--- src/rtl/sigma_timer.sv ---
`default_nettype none
// ============================================================================
// Module   : sigma_timer
// Purpose  : xbus-mapped 32-bit timer with compare match and level interrupt.
//            Optional prescaler enabled by defining SIGMA_TIMER_PRESCALER_EN.
// Revision : 1.0 - initial release
// ============================================================================
module sigma_timer #(
   parameter logic [31:0] BASE_ADDR = 32'h80000100,
   parameter logic [31:0] CMP_RESET = 32'hFFFFFFFF
) (
   input  logic        clk_i,
   input  logic        rst_i,
   input  logic        bus_req_i,
   input  logic        bus_we_i,
   input  logic [31:0] bus_addr_bi,
   input  logic [3:0]  bus_be_bi,
   input  logic [31:0] bus_wdata_bi,
   output logic        bus_ack_o,
   output logic        bus_resp_o,
   output logic [31:0] bus_rdata_bo,
   output logic        irq_o
);

   localparam logic [2:0] c_REG_CTRL   = 3'd0;
   localparam logic [2:0] c_REG_COUNT  = 3'd1;
   localparam logic [2:0] c_REG_CMP    = 3'd2;
   localparam logic [2:0] c_REG_STATUS = 3'd3;
   localparam logic [2:0] c_REG_PRESC  = 3'd4;

   logic [2:0]  ctrl_q, ctrl_d;
   logic [31:0] count_q, count_d;
   logic [31:0] cmp_q, cmp_d;
   logic        match_q, match_d;
   logic        irq_q;
   logic        resp_q;
   logic [31:0] rdata_q;

   logic [31:0] w_off;
   logic        w_in_win;
   logic [2:0]  w_idx;
   logic        w_wr;
   logic        w_rd;
   logic        w_wr_presc;
   logic        w_tick;
   logic [31:0] w_presc_rd;
   logic [31:0] w_rd_val;
   logic        unused_ok;

   function automatic logic [31:0] merge_be(input logic [31:0] old_v,
                                            input logic [31:0] new_v,
                                            input logic [3:0]  be);
      logic [31:0] res;
      for (int i = 0; i < 4; i++) begin
         res[i*8 +: 8] = be[i] ? new_v[i*8 +: 8] : old_v[i*8 +: 8];
      end
      return res;
   endfunction

   // Subtracting the base keeps decode correct for any 16-byte aligned window.
   assign w_off      = bus_addr_bi - BASE_ADDR;
   assign w_in_win   = (w_off[31:5] == 27'd0);
   assign w_idx      = w_off[4:2];
   assign w_wr       = bus_req_i & bus_we_i & w_in_win;
   assign w_rd       = bus_req_i & ~bus_we_i & w_in_win;
   assign w_wr_presc = w_wr & (w_idx == c_REG_PRESC);
   assign unused_ok  = ^{1'b0, w_off[1:0]};

   assign bus_ack_o    = bus_req_i;
   assign bus_resp_o   = resp_q;
   assign bus_rdata_bo = rdata_q;
   assign irq_o        = irq_q;

`ifdef SIGMA_TIMER_PRESCALER_EN
   logic [15:0] presc_q;
   logic [15:0] pcnt_q;

   assign w_tick     = (pcnt_q == presc_q);
   assign w_presc_rd = {16'h0000, presc_q};

   always_ff @(posedge clk_i) begin
      if (rst_i) begin
         presc_q <= 16'h0000;
         pcnt_q  <= 16'h0000;
      end else begin
         if (w_wr_presc) begin
            presc_q <= merge_be({16'h0000, presc_q}, bus_wdata_bi, bus_be_bi)
                       [15:0];
         end
         if (!ctrl_q[0] || w_wr_presc || w_tick) begin
            pcnt_q <= 16'h0000;
         end else begin
            pcnt_q <= pcnt_q + 16'd1;
         end
      end
   end
`else
   assign w_tick     = 1'b1;
   assign w_presc_rd = 32'h0000_0000;
`endif

   always_comb begin
      ctrl_d  = ctrl_q;
      count_d = count_q;
      cmp_d   = cmp_q;
      match_d = match_q;

      if (ctrl_q[0] && w_tick) begin
         if (count_q == cmp_q) begin
            if (ctrl_q[1]) begin
               count_d = 32'h0000_0000;
            end else begin
               ctrl_d[0] = 1'b0;
            end
         end else begin
            count_d = count_q + 32'd1;
         end
      end

      // Bus writes are applied after the engine so they win on written bytes.
      if (w_wr && (w_idx == c_REG_CTRL) && bus_be_bi[0]) begin
         ctrl_d = bus_wdata_bi[2:0];
      end
      if (w_wr && (w_idx == c_REG_COUNT)) begin
         count_d = merge_be(count_d, bus_wdata_bi, bus_be_bi);
      end
      if (w_wr && (w_idx == c_REG_CMP)) begin
         cmp_d = merge_be(cmp_q, bus_wdata_bi, bus_be_bi);
      end
      if (w_wr && (w_idx == c_REG_STATUS) && bus_be_bi[0] && bus_wdata_bi[0]) begin
         match_d = 1'b0;
      end
      if (ctrl_q[0] && w_tick && (count_q == cmp_q)) begin
         match_d = 1'b1;
      end
   end

   always_comb begin
      w_rd_val = 32'h0000_0000;
      case (w_idx)
         c_REG_CTRL:   w_rd_val = {29'd0, ctrl_q};
         c_REG_COUNT:  w_rd_val = count_q;
         c_REG_CMP:    w_rd_val = cmp_q;
         c_REG_STATUS: w_rd_val = {31'd0, match_q};
         c_REG_PRESC:  w_rd_val = w_presc_rd;
         default:      w_rd_val = 32'h0000_0000;
      endcase
   end

   always_ff @(posedge clk_i) begin
      if (rst_i) begin
         ctrl_q  <= 3'd0;
         count_q <= 32'h0000_0000;
         cmp_q   <= CMP_RESET;
         match_q <= 1'b0;
         irq_q   <= 1'b0;
         resp_q  <= 1'b0;
         rdata_q <= 32'h0000_0000;
      end else begin
         ctrl_q  <= ctrl_d;
         count_q <= count_d;
         cmp_q   <= cmp_d;
         match_q <= match_d;
         irq_q   <= match_q & ctrl_q[2];
         resp_q  <= w_rd;
         rdata_q <= w_rd ? w_rd_val : 32'h0000_0000;
      end
   end

endmodule
`default_nettype wire

--- config.mk ---
export PLATFORM = sky130hd
export DESIGN_NAME = sigma_timer
export DESIGN_NICKNAME = d
export VERILOG_FILES = /design/src/rtl/sigma_timer.sv
export SDC_FILE = /design/constraint.sdc
export NUM_CORES = 1
export LEC_CHECK = 0
export BUFFER_PORTS_ARGS = -buffer_cell sky130_fd_sc_hd__buf_2
export CAP_MARGIN = 25
export CORE_ASPECT_RATIO = 1.4
export CORE_MARGIN = 2
export CORE_UTILIZATION = 55
export CTS_BUF_LIST = sky130_fd_sc_hd__clkbuf_8
export DETAILED_ROUTE_END_ITERATION = 10
export PLACE_DENSITY_LB_ADDON = 0.12
export REMOVE_ABC_BUFFERS = 1
export SLEW_MARGIN = 20
export SYNTH_ARGS = -nofsm -noshare
export SYNTH_HDL_FRONTEND = slang
export SYNTH_SLANG_ARGS = --single-unit
--- constraint.sdc ---
create_clock -name clk_i -period 6 [get_ports clk_i]
set_clock_uncertainty 0.15 [all_clocks]
set_input_delay 0 -clock clk_i [delete_from_list [all_inputs] [get_ports clk_i]]
set_output_delay 0 -clock clk_i [all_outputs]
set_load 0.02 [all_outputs]
* Yosys cells after proc, flatten, opt, wreduce, memory -nomap -nowiden
Cells that the tools add are included.
** Storage, ports and cells
- Flip-flop bits (word level) :: 102
- Word-level logic and storage cells :: 55
- Input port bits :: 72
** Operators by class
- Multiplexer cells :: 15
- Reductions and logical operators :: 16
- Equal/unequal tests :: 4
- Add/subtract/negate cells :: 2
- Bitwise logic cells :: 7
** Operators with widths (number)
- $mux 32 :: 4
- $pmux 32 s4 :: 1
- $add 32x1->32 const B :: 1
- $eq 32x32->1 :: 1
- $mux 8 :: 4
- $sub 32x32->32 const B :: 1
- $logic_not 27->1 :: 1
- $logic_and 1x1->1 :: 8
- $reduce_and 2->1 :: 4
- $eq 3x2->1 const B :: 2
- $mux 1 :: 6
- $and 1x1->1 :: 5
- $eq 3x1->1 const B :: 1
- $logic_not 3->1 :: 1
- $not 1->1 :: 2
- $reduce_bool 2->1 :: 1
- $reduce_or 2->1 :: 1

* Depth between registers and ports, before layout
Gate-level depths: netlist of run 1.
- Word-level depth :: 8
- Mapped depth :: 11
- Mapped depth without buffers :: 8

* Worst setup path before layout of run 1
No wires, ideal clock.
- Path type :: in2reg
- From :: input port bus_addr_bi[8]
- To :: register cmp_q[24]
- Path buffers :: 3
- Data arrival time :: 2829 ps
- Data required time :: 5778 ps
- Stages :: 11
- Setup slack :: 2949 ps
- Library setup time :: 72 ps
- Cell sequence :: inv_1 -> ha_1 -> nor2b_1 -> buf_2 -> or4_1 -> or3_1 -> or4_1 -> buf_6 -> buf_6 -> nor4_4 -> mux2i_1
** Between the ends
- Longest elaborated chain between the ends :: 5
** Ends and longest elaborated chain
- start: declaration :: line 16 : input logic [31:0] bus_addr_bi,
- $sub 32x32->32 :: line 61 : assign w_off = bus_addr_bi - BASE_ADDR;
- $logic_not 27->1 :: line 62 : assign w_in_win = (w_off[31:5] == 27'd0);
- $and 1x1->1 :: line 64 : assign w_wr = bus_req_i & bus_we_i & w_in_win;
- $logic_and 1x1->1 :: line 127 : if (w_wr && (w_idx == c_REG_CMP)) begin
- $reduce_and 2->1 (no line)
- end signal: assignment :: line 162 : cmp_q <= cmp_d;
- end: declaration :: line 33 : logic [31:0] cmp_q, cmp_d;
No other way between the ends.
A chain may end at the register's enable or synchronous reset.

* Worst setup path after layout of run 1
- From :: input port bus_addr_bi[8]
- To :: register count_q[25]
** Between the ends
- Longest elaborated chain between the ends :: 5
** Ends and longest elaborated chain
- $sub 32x32->32 :: line 61
- $logic_not 27->1 :: line 62
- $and 1x1->1 :: line 64
- $logic_and 1x1->1 :: line 124 : if (w_wr && (w_idx == c_REG_COUNT)) begin
- $mux 32 :: line 124
- end signal: assignment :: line 161 : count_q <= count_d;
- end: declaration :: line 32 : logic [31:0] count_q, count_d;
No other way between the ends.

==> run summary, run 1 <==
In the final layout, the share of cells above drive strength 1 is 19.2%. The run gives 2 as the buffer depth of the longest clock path. Entering global routing, the biggest net connects 67 pins. Setup repair after global routing left no endpoint under its margin. Detailed-route wire length per cell: 17.9 um.

After synthesis, the largest area contributor takes up 34.7% of total cell area. Internal power comes to 0.980 mW. The run gives 3 as the depth of the CTS H-tree.

Measured along the x axis, the die boundary spans 91.4 um. Yosys mapped a number of flops with a built-in enable equal to 0. The final layout contains routed wiring with a total length of 17.1 mm.

For this run, the leading register cell type out of synthesis is sky130_fd_sc_hd__dfxtp_1. Summing every instance area after synthesis gives 0.00589 mm2. TritonCTS built the clock tree.

The number of warning messages in the yosys log came out at 0. The overall overflow remaining after global route was 0. The floorplan step defined a die boundary enclosing 0.0116 mm2.

The run gives 54.1% as the sequential cell fraction of total power. The count of input and output buffers was 104. For the total count of hold-check failures in the final report, the log shows 0. Total power for the finished layout comes to 1.35 mW.

The final-stage net count was 884; the DRC violation count after routing was 0. The mean cell area of the mapped netlist was 8.25 um2; the count of final setup violators was 0. The run gives 5 as the iteration count of the initial detailed-routing pass.

The logs give 900 for the number of fill cells and 0.38 ns for the clock insertion delay at the later pin of the skew report. The fraction of synthesis flops using an asynchronous set or reset pin came out at 0%. The number of placed instances, taps included, is 900. CTS placed an instance of sky130_fd_sc_hd__clkbuf_8 at the clock tree root. The core region is 0.0104 mm2.

In this run the tightest slew margin relative to its limit is 31.8%. Post-synthesis cell type with the largest combined area: sky130_fd_sc_hd__dfxtp_1. The critical path is of the primary input to register type. The initial standard-cell utilization of the core is 56.6%, and the total I/O pin count is 107.

Yosys mapped the design onto 57 distinct sky130hd cell types. The actual transition at the worst max-transition pin works out to 1.01 ns. Leaving out fill and tap cells, the most frequent cells in the layout are 108 x sky130_fd_sc_hd__nor2_1, 104 x sky130_fd_sc_hd__buf_2, 102 x sky130_fd_sc_hd__dfxtp_1. The clock-pin slew on the worst setup and hold paths came out at 0.10 ns.

Across the VDD grid, the largest voltage drop is 116 uV. The area overhead of the layout relative to synthesis is 18.0%. For the post-route antenna net violation count, the log shows 0. For this design the ratio of total power to cell area is 195 mW/mm2.

The initial antenna violation count is 0. The number of antenna diodes in the final layout is 0. The run gives 0 as the max-cap violation count. The final cycle utilization of the critical path came out at 58.4%.

After floorplanning, the core was divided into 44 placement rows. The wire length of the first global-routing pass came out at 27.4 mm. The clock network burns 31.8% of the power. The worst hold path belongs to the class primary input to register. Die height: 126 um. The tools report the leakage power as 2.53 nW. The run finished with clean final reports. The tools report the half-perimeter wire length of the detailed placement result as 11.9 mm. The tools report the nature of the critical path endpoint as a register.

The routability congestion estimate from global placement is 0.901, and the number of synthesized register bits is 102. The synthesized instance count was 714. The overall fraction of global-route tracks in use was 29.5%; the final count of pins violating max slew was 0.

After the flow finishes, the layout carries non-filler instances totaling 952. The worst path needs 3.51 ns of the cycle, external delays included. The via density per instance works out to 6.14. The clock drives 102 sinks.

In this run, CTS created clock tree buffers numbering 9. In this run the worst path has a maximum fanout of 19. The tools report the net switching power as 0.373 mW. Ranked by total cell area, the synthesized netlist is headed by sky130_fd_sc_hd__dfxtp_1 35%, sky130_fd_sc_hd__a22oi_1 7.0%, sky130_fd_sc_hd__nor2_1 6.9%. Fraction of the yosys area taken by sequential cells: 34.7%. Detailed routing inserted a total of 5,850 vias. The share of power burned in combinational logic is 14.1%. For the final routed database, the setup TNS stands at 0 ns. The worst setup path is launched from a primary input. The multi-input combinational cell area was 0.00346 mm2. Leaving out fill and tap cells, the most frequent cell in the layout is sky130_fd_sc_hd__nor2_1. Net switching is 27.6% of the power. The number of global-route vias before repair is 5,539, and the worst hold slack after final layout is 0.00960 ns. The detailed router's first-iteration violation count came out at 321.

Across the whole layout, storage elements account for 0.00204 mm2. For the achievable clock frequency, the log shows 285 MHz. Data arrives at the worst endpoint at 3.57 ns. At the worst endpoint, the required time is 6.06 ns.
## Yosys cell counts, types with 6 or more instances
library cell	count
sky130_fd_sc_hd__a21oi_1	14
sky130_fd_sc_hd__a221oi_1	24
sky130_fd_sc_hd__a22oi_1	55
sky130_fd_sc_hd__a31oi_1	7
sky130_fd_sc_hd__and4_1	8
sky130_fd_sc_hd__buf_2	6
sky130_fd_sc_hd__clkbuf_1	50
sky130_fd_sc_hd__dfxtp_1	102
sky130_fd_sc_hd__inv_1	41
sky130_fd_sc_hd__mux2_2	6
sky130_fd_sc_hd__mux2i_1	36
sky130_fd_sc_hd__nand2_1	24
sky130_fd_sc_hd__nand3_1	20
sky130_fd_sc_hd__nand4_1	34
sky130_fd_sc_hd__nor2_1	108
sky130_fd_sc_hd__nor3_1	13
sky130_fd_sc_hd__nor4_1	11
sky130_fd_sc_hd__o21ai_0	15
sky130_fd_sc_hd__o31ai_1	16
sky130_fd_sc_hd__o41ai_1	6
sky130_fd_sc_hd__or4_1	10
sky130_fd_sc_hd__xnor2_1	34
## path summary, 6_finish.rpt
kind / slack [ns] / cells after the start / to / from
worst min register to register: 0.36 / 2 / match_q / match_q
worst max register to register: 2.93 / 7 / count_q[25] / count_q[2]
worst min-delay path: 0.01 / 4 / cmp_q[13] / bus_be_bi[1]
worst max-delay path: 2.49 / 9 / count_q[25] / bus_addr_bi[8]
## timing repair
action / CTS / global route
resized for setup: 0 / 0
setup buffers: 0 / 0
endpoints found under the hold margin: 71 / 0
hold buffers: 37 / 0
## power groups by stage
stage                     Sequential [mW]  Clock [mW]  Combinational [mW]
final                               0.732       0.430               0.190
after global routing                0.737       0.457               0.208
after CTS                           0.731       0.434               0.188
after detailed placement            0.747           0               0.169
after global placement              0.745           0               0.165
after floorplan                     0.737           0               0.101
## critical path: stages
cell and delay, ns:
sky130_fd_sc_hd__buf_2 0.11, sky130_fd_sc_hd__inv_1 0.05, sky130_fd_sc_hd__ha_1 0.20, sky130_fd_sc_hd__nor2b_1 0.21, sky130_fd_sc_hd__or4_1 0.49, sky130_fd_sc_hd__or3_1 0.38
sky130_fd_sc_hd__or4_1 0.89, sky130_fd_sc_hd__nor4_1 0.99, sky130_fd_sc_hd__a221oi_1 0.24
## per-layer routing
metal / routed length (um) / part of all wire [%] / up-vias / track usage, %
li1: - / - / 2817 / -
met5: 0 / 0 / - / 0
met2: 8840 / 52 / 221 / 55.1
met1: 6910 / 40 / 2775 / 34.2
met4: 433 / 2.5 / 0 / 11.0
met3: 899 / 5.3 / 37 / 3.44
## layout make-up
class | instances | share of cell area (%)
flip-flops and latches | 102 | 29.4
inverters | 41 | 2.21
well taps | 138 | 2.48
multi-input cells | 509 | 49.8
repair buffers | 147 | 13.5
clock buffers | 9 | 1.78
clock inverters | 6 | 0.900
## stage by stage
step / area [um2] / utilization (%) / worst slack (ns)
finish: 6950 / 66.8 / 2.49
CTS: 6940 / 66.7 / 2.48
global route: 6950 / 66.8 / 2.31
global placement: 6380 / 61.3 / 2.12
detailed placement: 6390 / 61.4 / 2.09
floorplan: 5630 / - / 2.71
## logic make-up after synthesis
logic type      share of synthesized area, %
simple gates                            24.7
buf+inv                                 7.01
fa+ha+maj                              0.425
xor+xnor                                5.06
mux                                     7.65
compound gates                          20.4
flops                                   34.7
## state kept, by name, summed over array words and instances, names as in the netlist
register	cells
cmp_q	32
bus_resp_o	1
match_q	1
irq_o	1
ctrl_q	3
count_q	32
bus_rdata_bo	32
Power figures use the tool's default switching activity.
==> run 2, diff against run 1 <==
- ABC_AREA: unset -> 1
- CORE_UTILIZATION: 55 -> 54
- clock period: 6 -> 2.96 ns (I/O delays scaled with it)
==> run summary, run 2 <==
For the final-stage net count, the log shows 1,390 (+57%). The top cell types in the final layout, fill and taps aside, are 436 x sky130_fd_sc_hd__nand2_1, 193 x sky130_fd_sc_hd__nor2_1, 104 x sky130_fd_sc_hd__buf_2. The count of input and output buffers is 104 (unchanged), and the number of buffers inserted to repair setup after CTS is 0 (unchanged).

The clock insertion delay at the later pin of the skew report came out at 0.38 ns (about the same). The total I/O pin count is 107 (unchanged), and the cell area reported after detailed placement is 0.00763 mm2 (+19%). Fraction of synthesis flops using an asynchronous set or reset pin: 0% (unchanged). For this run, the top clock speed supported by timing is 400 MHz. The post-synthesis share of cell area spent on and, or, nand and nor gates came out at 51.5% (+27 points). The netlist area before placement is 0.00691 mm2 (+17%), and the iteration count of the initial detailed-routing pass is 5 (unchanged). Final cycle utilization of the critical path: 84.4%.

The wire length of the first global-routing pass was 33.9 mm (+24%); the detailed-route wire length per cell was 14.2 um (-21%). STA classifies the critical path endpoint as a register. Sorting the synthesized cells by how often they occur yields 436 x sky130_fd_sc_hd__nand2_1, 193 x sky130_fd_sc_hd__nor2_1, 102 x sky130_fd_sc_hd__dfxtp_1, 96 x sky130_fd_sc_hd__nand3_1, 91 x sky130_fd_sc_hd__inv_1.

The adder and majority gate portion of the synthesized area was 0.362% (-0.063 points). The class of the worst hold path was primary input to register. The routability congestion estimate from global placement is 0.969 (+7.5%). TritonCTS built the clock tree. Category of the worst setup path launch point: a register.

The run gives 0 (unchanged) as the number of warning messages in the yosys log. The routed design could run at a clock period as short as 2.50 ns. The initial standard-cell utilization of the core came out at 55.6% (-1.0 points). The leakage power was 4.00 nW (+58%). The detailed router's first-iteration violation count is 480 (+50%). The DRC violation count after routing came out at 0 (unchanged).

The run gives 0.378 ns (-1.71 ns) as the worst-case setup slack after placement. The library cell used most frequently in the layout, excluding fill and tap cells, is sky130_fd_sc_hd__nand2_1. For the setup slack on the worst flop-to-flop path, the log shows 0.46 ns (-2.47 ns). Path depth of the worst reg2reg path: 12 (+5).

Overall overflow remaining after global route: 0 (unchanged). Setup repair after global routing left no endpoint under its margin. The worst setup path is of the register to register kind. The share of power burned in combinational logic was 9.9% (-4.2 points); the number of global-route vias before repair was 7,258 (+31%).

The depth of the CTS H-tree came out at 3 (unchanged). The share of final-layout standard cells stronger than drive strength 1 is 12.9% (-6.3 points), and the setup slack after layout is 0.460 ns (-2.03 ns). Share of the synthesized area in compound gates (AO/OA/AOI/OAI): 5.23% (-15 points). The largest net degree at the start of global routing is 69 (+3.0%). The cell count of the worst hold path is 6 (+2), and the half-perimeter wire length of the detailed placement result is 15.0 mm (+26%). The total count of hold-check failures in the final report is 0 (unchanged). The share of total power consumed by net switching is 25.6% (-2.0 points). After synthesis, the largest family of logic cells by area is simple AND/OR/NAND/NOR gates. Max-cap violation count: 0 (unchanged). sky130_fd_sc_hd__nand2_1 is the most common cell in the netlist. The number of library cell types mapped by synthesis is 29 (-49%), and the maximum ir drop on the vdd rail is 272 uV (+140%). The tools report the overall fraction of global-route tracks in use as 30.6% (+1.1 points). Initial antenna violation count: 0 (unchanged). For the cell-internal power, the log shows 1.92 mW (+96%). The run gives 2 (unchanged) as the buffer depth of the longest clock path. The power density normalized to cell area was 311 mW/mm2 (+60%); the synthesized instance count was 1,185 (+66%). The run gives 102 (unchanged) as the number of sinks driven by the clock tree. The logs give 36.9% (+5.1 points) for the clock network fraction of total power and 0 ns (unchanged) for the total negative slack for setup checks.

The post-route antenna net violation count was 0 (unchanged). The placement row count was 48 (+9.1%). In the synthesized netlist the dominant register cell turns out to be sky130_fd_sc_hd__dfxtp_1. For the net switching power, the log shows 0.658 mW (+77%). The mean cell area of the mapped netlist was 5.83 um2 (-29%). The multiplexer share of the synthesized area was 0% (-7.6 points). The logs give 52.2% (+20 points) for the worst slew margin relative to its limit and 0.0124 mm2 (+19%) for the core footprint. The critical path data required time came out at 3.13 ns (-2.93 ns).

Ranked by total cell area, the synthesized netlist is headed by sky130_fd_sc_hd__dfxtp_1 30%, sky130_fd_sc_hd__nand2_1 24%, sky130_fd_sc_hd__nor2_1 10%. The total routed wirelength was 20.8 mm (+22%); the area of all placed cells without fillers was 0.00827 mm2 (+19%). The number of synthesized register bits was 102 (unchanged).

The logs give 2.67 ns (-0.90 ns) for the endpoint arrival time on the critical path and 1,245 (+38%) for the number of fill cells. Via count: 7,950 (+36%). The total clock buffers created by CTS is 9 (unchanged), and the actual transition at the worst max-transition pin is 0.717 ns (-0.297 ns). For the sequential cell fraction of total power, the log shows 53.2% (-0.9 points). The post-synthesis cell type with the largest combined area was sky130_fd_sc_hd__dfxtp_1.

The worst-path maximum fanout was 7 (-12). The area of the die was 0.0137 mm2 (+19%); the number of diodes added for antenna fixing was 0 (unchanged). The via density per instance was 5.40 (-12%). The root buffer cell was sky130_fd_sc_hd__clkbuf_8. The die height was 138 um (+9.0%); the xor-xnor portion of the synthesized cell area was 5.20% (+0.14 points).

The number of flops mapped to enable cells by yosys was 0 (unchanged); the count of final setup violators was 0 (unchanged). The fraction of the yosys area taken by sequential cells came out at 29.6% (-5.1 points). The area overhead of the layout relative to synthesis is 19.7%, and the proportion of netlist area held by the largest area contributor is 29.6% (-5.1 points). Clock-pin slew on the worst setup and hold paths: 0.10 ns (about the same). The flow ran to the end, and the final reports show no timing, DRC or antenna violations. The final count of pins violating max slew is 0 (unchanged), and the horizontal die dimension is 99.6 um (+8.9%).
[run 2: cell types whose count changed after synthesis, sizes merged, moves of 14 or more]
cell and change:
nand2 +413, nor2 +94, nand3 +77, a22oi -55, inv +51, mux2i -36, a21oi +29, a221oi -29
nand4 +26, xor2 +25, xnor2 -18, nor4 -17, o31ai -16, nor3 +14
[run 2: worst paths after layout]
check	endpoint	start
setup reg to reg	count_q[29]	count_q[2]
hold reg to reg	irq_o	ctrl_q[2]
setup / recovery	count_q[29]	count_q[2]
hold / removal	cmp_q[1]	bus_we_i
[run 2: final cells by class]
type	count	area, um2	area share [%]
timing repair buffer	173	1160	14.0
clock buffer	11	151	1.83
sequential	102	2040	24.7
clock inverter	5	63.8	0.771
tap	150	188	2.27
multi-input combinational	938	4320	52.3
inverter	92	345	4.17
[run 2: critical path, cell delays in order, from the launching register on]
cell,delay (ns)
sky130_fd_sc_hd__dfxtp_1,0.52
sky130_fd_sc_hd__nand3_1,0.24
sky130_fd_sc_hd__nor2_1,0.47
sky130_fd_sc_hd__nand2_1,0.14
sky130_fd_sc_hd__inv_1,0.12
sky130_fd_sc_hd__nand4_1,0.10
sky130_fd_sc_hd__nor2_1,0.16
sky130_fd_sc_hd__nand2_1,0.10
sky130_fd_sc_hd__o21bai_1,0.15
sky130_fd_sc_hd__nand2_1,0.06
sky130_fd_sc_hd__nand2_1,0.06
sky130_fd_sc_hd__nand2_1,0.05
sky130_fd_sc_hd__nor2_1,0.11
[run 2: per-stage QoR]
stage	instances	hold WS (ns)	utilization, %	power, mW
CTS	1471	0.122	66.5	2.60
finish	1471	0.138	66.5	2.58
global route	1471	0.169	66.5	2.67
detailed placement	1412	0.0890	61.3	1.61
global placement	1412	0.0801	61.3	1.61
floorplan	1132	-0.150	-	1.50
[run 2: routing by layer]
layer / part of all wire, % / global-route usage [%]
met2: 52 / 56.5
met4: 3.3 / 13.9
met1: 40 / 35.1
met3: 4.8 / 3.50
met5: 0 / 0
[run 2: cell families after synthesis]
| group | Yosys count |
|---|---|
| and+or+nand+nor | 828 |
| adders and majority gates | 2 |
| buffers and inverters | 145 |
| xor gates and xnor gates | 41 |
| AOI/OAI and AO/OA | 67 |
| DFF | 102 |
[run 2: power groups by stage]
stage | Clock (mW) | Sequential [mW] | Combinational, mW
3_5_place_dp | 0 | 1.40 | 0.210
3_3_place_gp | 0 | 1.40 | 0.209
2_1_floorplan | 0 | 1.40 | 0.0952
4_1_cts | 0.975 | 1.37 | 0.252
5_1_grt | 1.02 | 1.37 | 0.280
6_report | 0.950 | 1.37 | 0.255
[run 2: what timing repair did]
item	in CTS	in global routing
endpoints found under the hold margin	73	0
gates resized for setup	0	0
hold buffers	43	0
==> run 3, diff against run 2 <==
- CORE_UTILIZATION: 54 -> 55
- clock period: 2.96 -> 2.5 ns (I/O delays scaled with it)
==> run summary, run 3 (synthesis results as in run 2) <==
Endpoint with the worst hold slack: bus_resp_o. The leakage power came out at 4.06 nW (+1.5%). TritonCTS built the clock tree.

For the total routed wirelength, the log shows 21.5 mm (+3.1%). The worst register-to-register path begins at count_q[31]. The initial antenna violation count was 0 (unchanged); the depth of the CTS H-tree was 3 (unchanged). The total clock buffers created by CTS was 9 (unchanged); the total count of hold-check failures in the final report was 0 (unchanged). The post-route total power came out at 2.95 mW (+15%). The total I/O pin count was 107 (unchanged); the number of diodes added for antenna fixing was 0 (unchanged). The path depth of the worst reg2reg path came out at 14 (+2).

STA classifies the critical path startpoint as a register. The count of input and output buffers is 104 (unchanged). Horizontal die dimension: 98.7 um (-0.88%). The run gives 15.6 mm (+4.2%) as the half-perimeter wire length of the detailed placement result. Nature of the critical path endpoint: a register. The number of sinks driven by the clock tree is 102 (unchanged), and the clock insertion delay at the later pin of the skew report is 0.38 ns (about the same). Final cycle utilization of the critical path: 93.5% (+9.1 points).

The critical path in this run is classified as register to register. The tools report the maximum ir drop on the vdd rail as 303 uV (+11%). The final core area utilization is 67.9% (+1.4 points), and the final-stage net count is 1,400 (+0.72%).

The run gives 7,555 (+4.1%) as the number of global-route vias before repair. The root buffer cell is sky130_fd_sc_hd__clkbuf_8. The endpoint arrival time on the critical path is 2.50 ns (-0.17 ns), and the clock-pin slew on the worst setup and hold paths is 0.11 ns (about the same). Post-route antenna net violation count: 0 (unchanged).

The run gives 553 (+15%) as the detailed router's first-iteration violation count. For the DRC violation count after routing, the log shows 0 (unchanged). The worst-path maximum fanout was 24 (+17); the worst slew margin relative to its limit was 53.2% (+1.0 points). The number of fill cells was 1,167 (-6.3%).

The power density normalized to cell area was 353 mW/mm2 (+13%). The logs give 32.0% (+1.4 points) for the overall fraction of global-route tracks in use and 0.0123 mm2 (-0.97%) for the core footprint. The via density per instance came out at 5.38 (-0.41%).

Wire length of the first global-routing pass: 35.4 mm (+4.4%). The share of final-layout standard cells stronger than drive strength 1 was 14.0% (+1.1 points). The logs give 5 (unchanged) for the iteration count of the initial detailed-routing pass and 0 ns (unchanged) for the total negative slack for setup checks.

The max-cap violation count was 0 (unchanged); the die height was 137 um (-0.89%). The class of the worst hold path is primary input to register. The routability congestion estimate from global placement came out at 0.981 (+1.3%). Setup repair after global routing left no endpoint under its margin. The run finished with clean final reports. The run gives 0 (unchanged) as the count of final setup violators.

The run gives 56.1% (+0.54 points) as the initial standard-cell utilization of the core. The setup slack after layout came out at 0.163 ns (-0.298 ns). The worst hold path startpoint was bus_addr_bi[30]. The final cell count without fillers was 1,481 (+0.68%); the cell count after placement was 1,423 (+0.78%). Worst flop-to-flop path endpoint: count_q[14]. The run gives 0.16 ns (-0.30 ns) as the setup slack on the worst flop-to-flop path. The cell count of the worst hold path came out at 6 (unchanged).

The detailed-route wire length per cell was 14.5 um (+2.4%). The most common cell after layout, fill and taps aside was sky130_fd_sc_hd__nand2_1. For the placement row count, the log shows 48 (unchanged).

Critical path data required time: 2.66 ns (-0.47 ns). In the layout the commonest cells are 436 x sky130_fd_sc_hd__nand2_1, 192 x sky130_fd_sc_hd__nor2_1, 104 x sky130_fd_sc_hd__buf_2. Final count of pins violating max slew: 0 (unchanged). The run gives 0.0135 mm2 (-1.8%) as the area of the die. The number of buffers inserted to repair setup after CTS is 0 (unchanged), and the clock period minus final worst setup slack is 2.34 ns (-0.162 ns). The area overhead of the layout relative to synthesis is 21.1%.

The logs give 2 (unchanged) for the buffer depth of the longest clock path and 69 (unchanged) for the largest net degree at the start of global routing. The tools report the worst-case setup slack after placement as 0.0238 ns (-0.354 ns). The achievable clock frequency was 428 MHz (+6.9%); the actual transition at the worst max-transition pin was 0.701 ns (-0.0153 ns). The overall overflow remaining after global route came out at 0 (unchanged). For the via count, the log shows 7,971 (+0.26%).
-- run 3: worst max-delay path: stages (launching register included) --
cell	delay (ns)
sky130_fd_sc_hd__dfxtp_1	0.41
sky130_fd_sc_hd__xnor2_1	0.14
sky130_fd_sc_hd__nand2_1	0.07
sky130_fd_sc_hd__nor2_1	0.14
sky130_fd_sc_hd__nand3_1	0.15
sky130_fd_sc_hd__nor2_1	0.32
sky130_fd_sc_hd__nand2_1	0.12
sky130_fd_sc_hd__buf_4	0.24
sky130_fd_sc_hd__nand2_1	0.12
sky130_fd_sc_hd__nand2_1	0.06
sky130_fd_sc_hd__nand2_1	0.06
sky130_fd_sc_hd__nand2_1	0.05
sky130_fd_sc_hd__nand2_1	0.06
sky130_fd_sc_hd__nand2_1	0.05
sky130_fd_sc_hd__nor2_1	0.11
-- run 3: worst max path at each step --
stage                     depth (start not counted)          end           start  slack (ns)
final                                            14  count_q[14]     count_q[31]        0.16
after global routing                             13  count_q[29]      count_q[5]       0.004
after CTS                                        14  count_q[14]      count_q[2]        0.16
after detailed placement                         14    cmp_q[31]  bus_addr_bi[8]        0.02
after global placement                           14    cmp_q[29]  bus_addr_bi[8]        0.08
after floorplan                                   4     cmp_q[0]  bus_addr_bi[2]       -2.17
-- run 3: metal layers --
| metal | part of all wire, % | GRT usage [%] | up-vias |
|---|---|---|---|
| li1 | - | - | 4047 |
| met1 | 39 | 36.6 | 3617 |
| met2 | 53 | 61.6 | 272 |
| met3 | 5.1 | 3.47 | 35 |
| met4 | 2.5 | 10.4 | 0 |
| met5 | 0 | 0 | - |
-- run 3: what timing repair did --
action,in CTS,in global routing
resized for setup,0,5
hold buffers,42,0
endpoints found under the setup margin,0,20
hold endpoints to repair,73,0
-- run 3: area by class of cell --
| class | instances | area (um2) | share of cell area, % |
|---|---|---|---|
| multi-input cells | 938 | 4330 | 51.7 |
| flip-flops and latches | 102 | 2050 | 24.5 |
| repair buffers | 183 | 1270 | 15.2 |
| inverters | 92 | 345 | 4.13 |
| well taps | 150 | 188 | 2.24 |
| clock buffers | 10 | 138 | 1.65 |
| clock inverters | 6 | 52.6 | 0.628 |
-- run 3: through the flow --
stage | instance area [um2] | hold slack [ns]
after global routing | 8360 | 0.0834
after floorplan | 6690 | -0.150
final | 8360 | 0.0332
after CTS | 8360 | 0.0305
after global placement | 7750 | 0.0822
after detailed placement | 7750 | 0.0831
-- run 3: power breakdown --
group / internal (mW) / switching [mW]
Sequential: 1.62 / 0.000000000572
Clock: 0.407 / 0.612
Combinational: 0.126 / 0.186
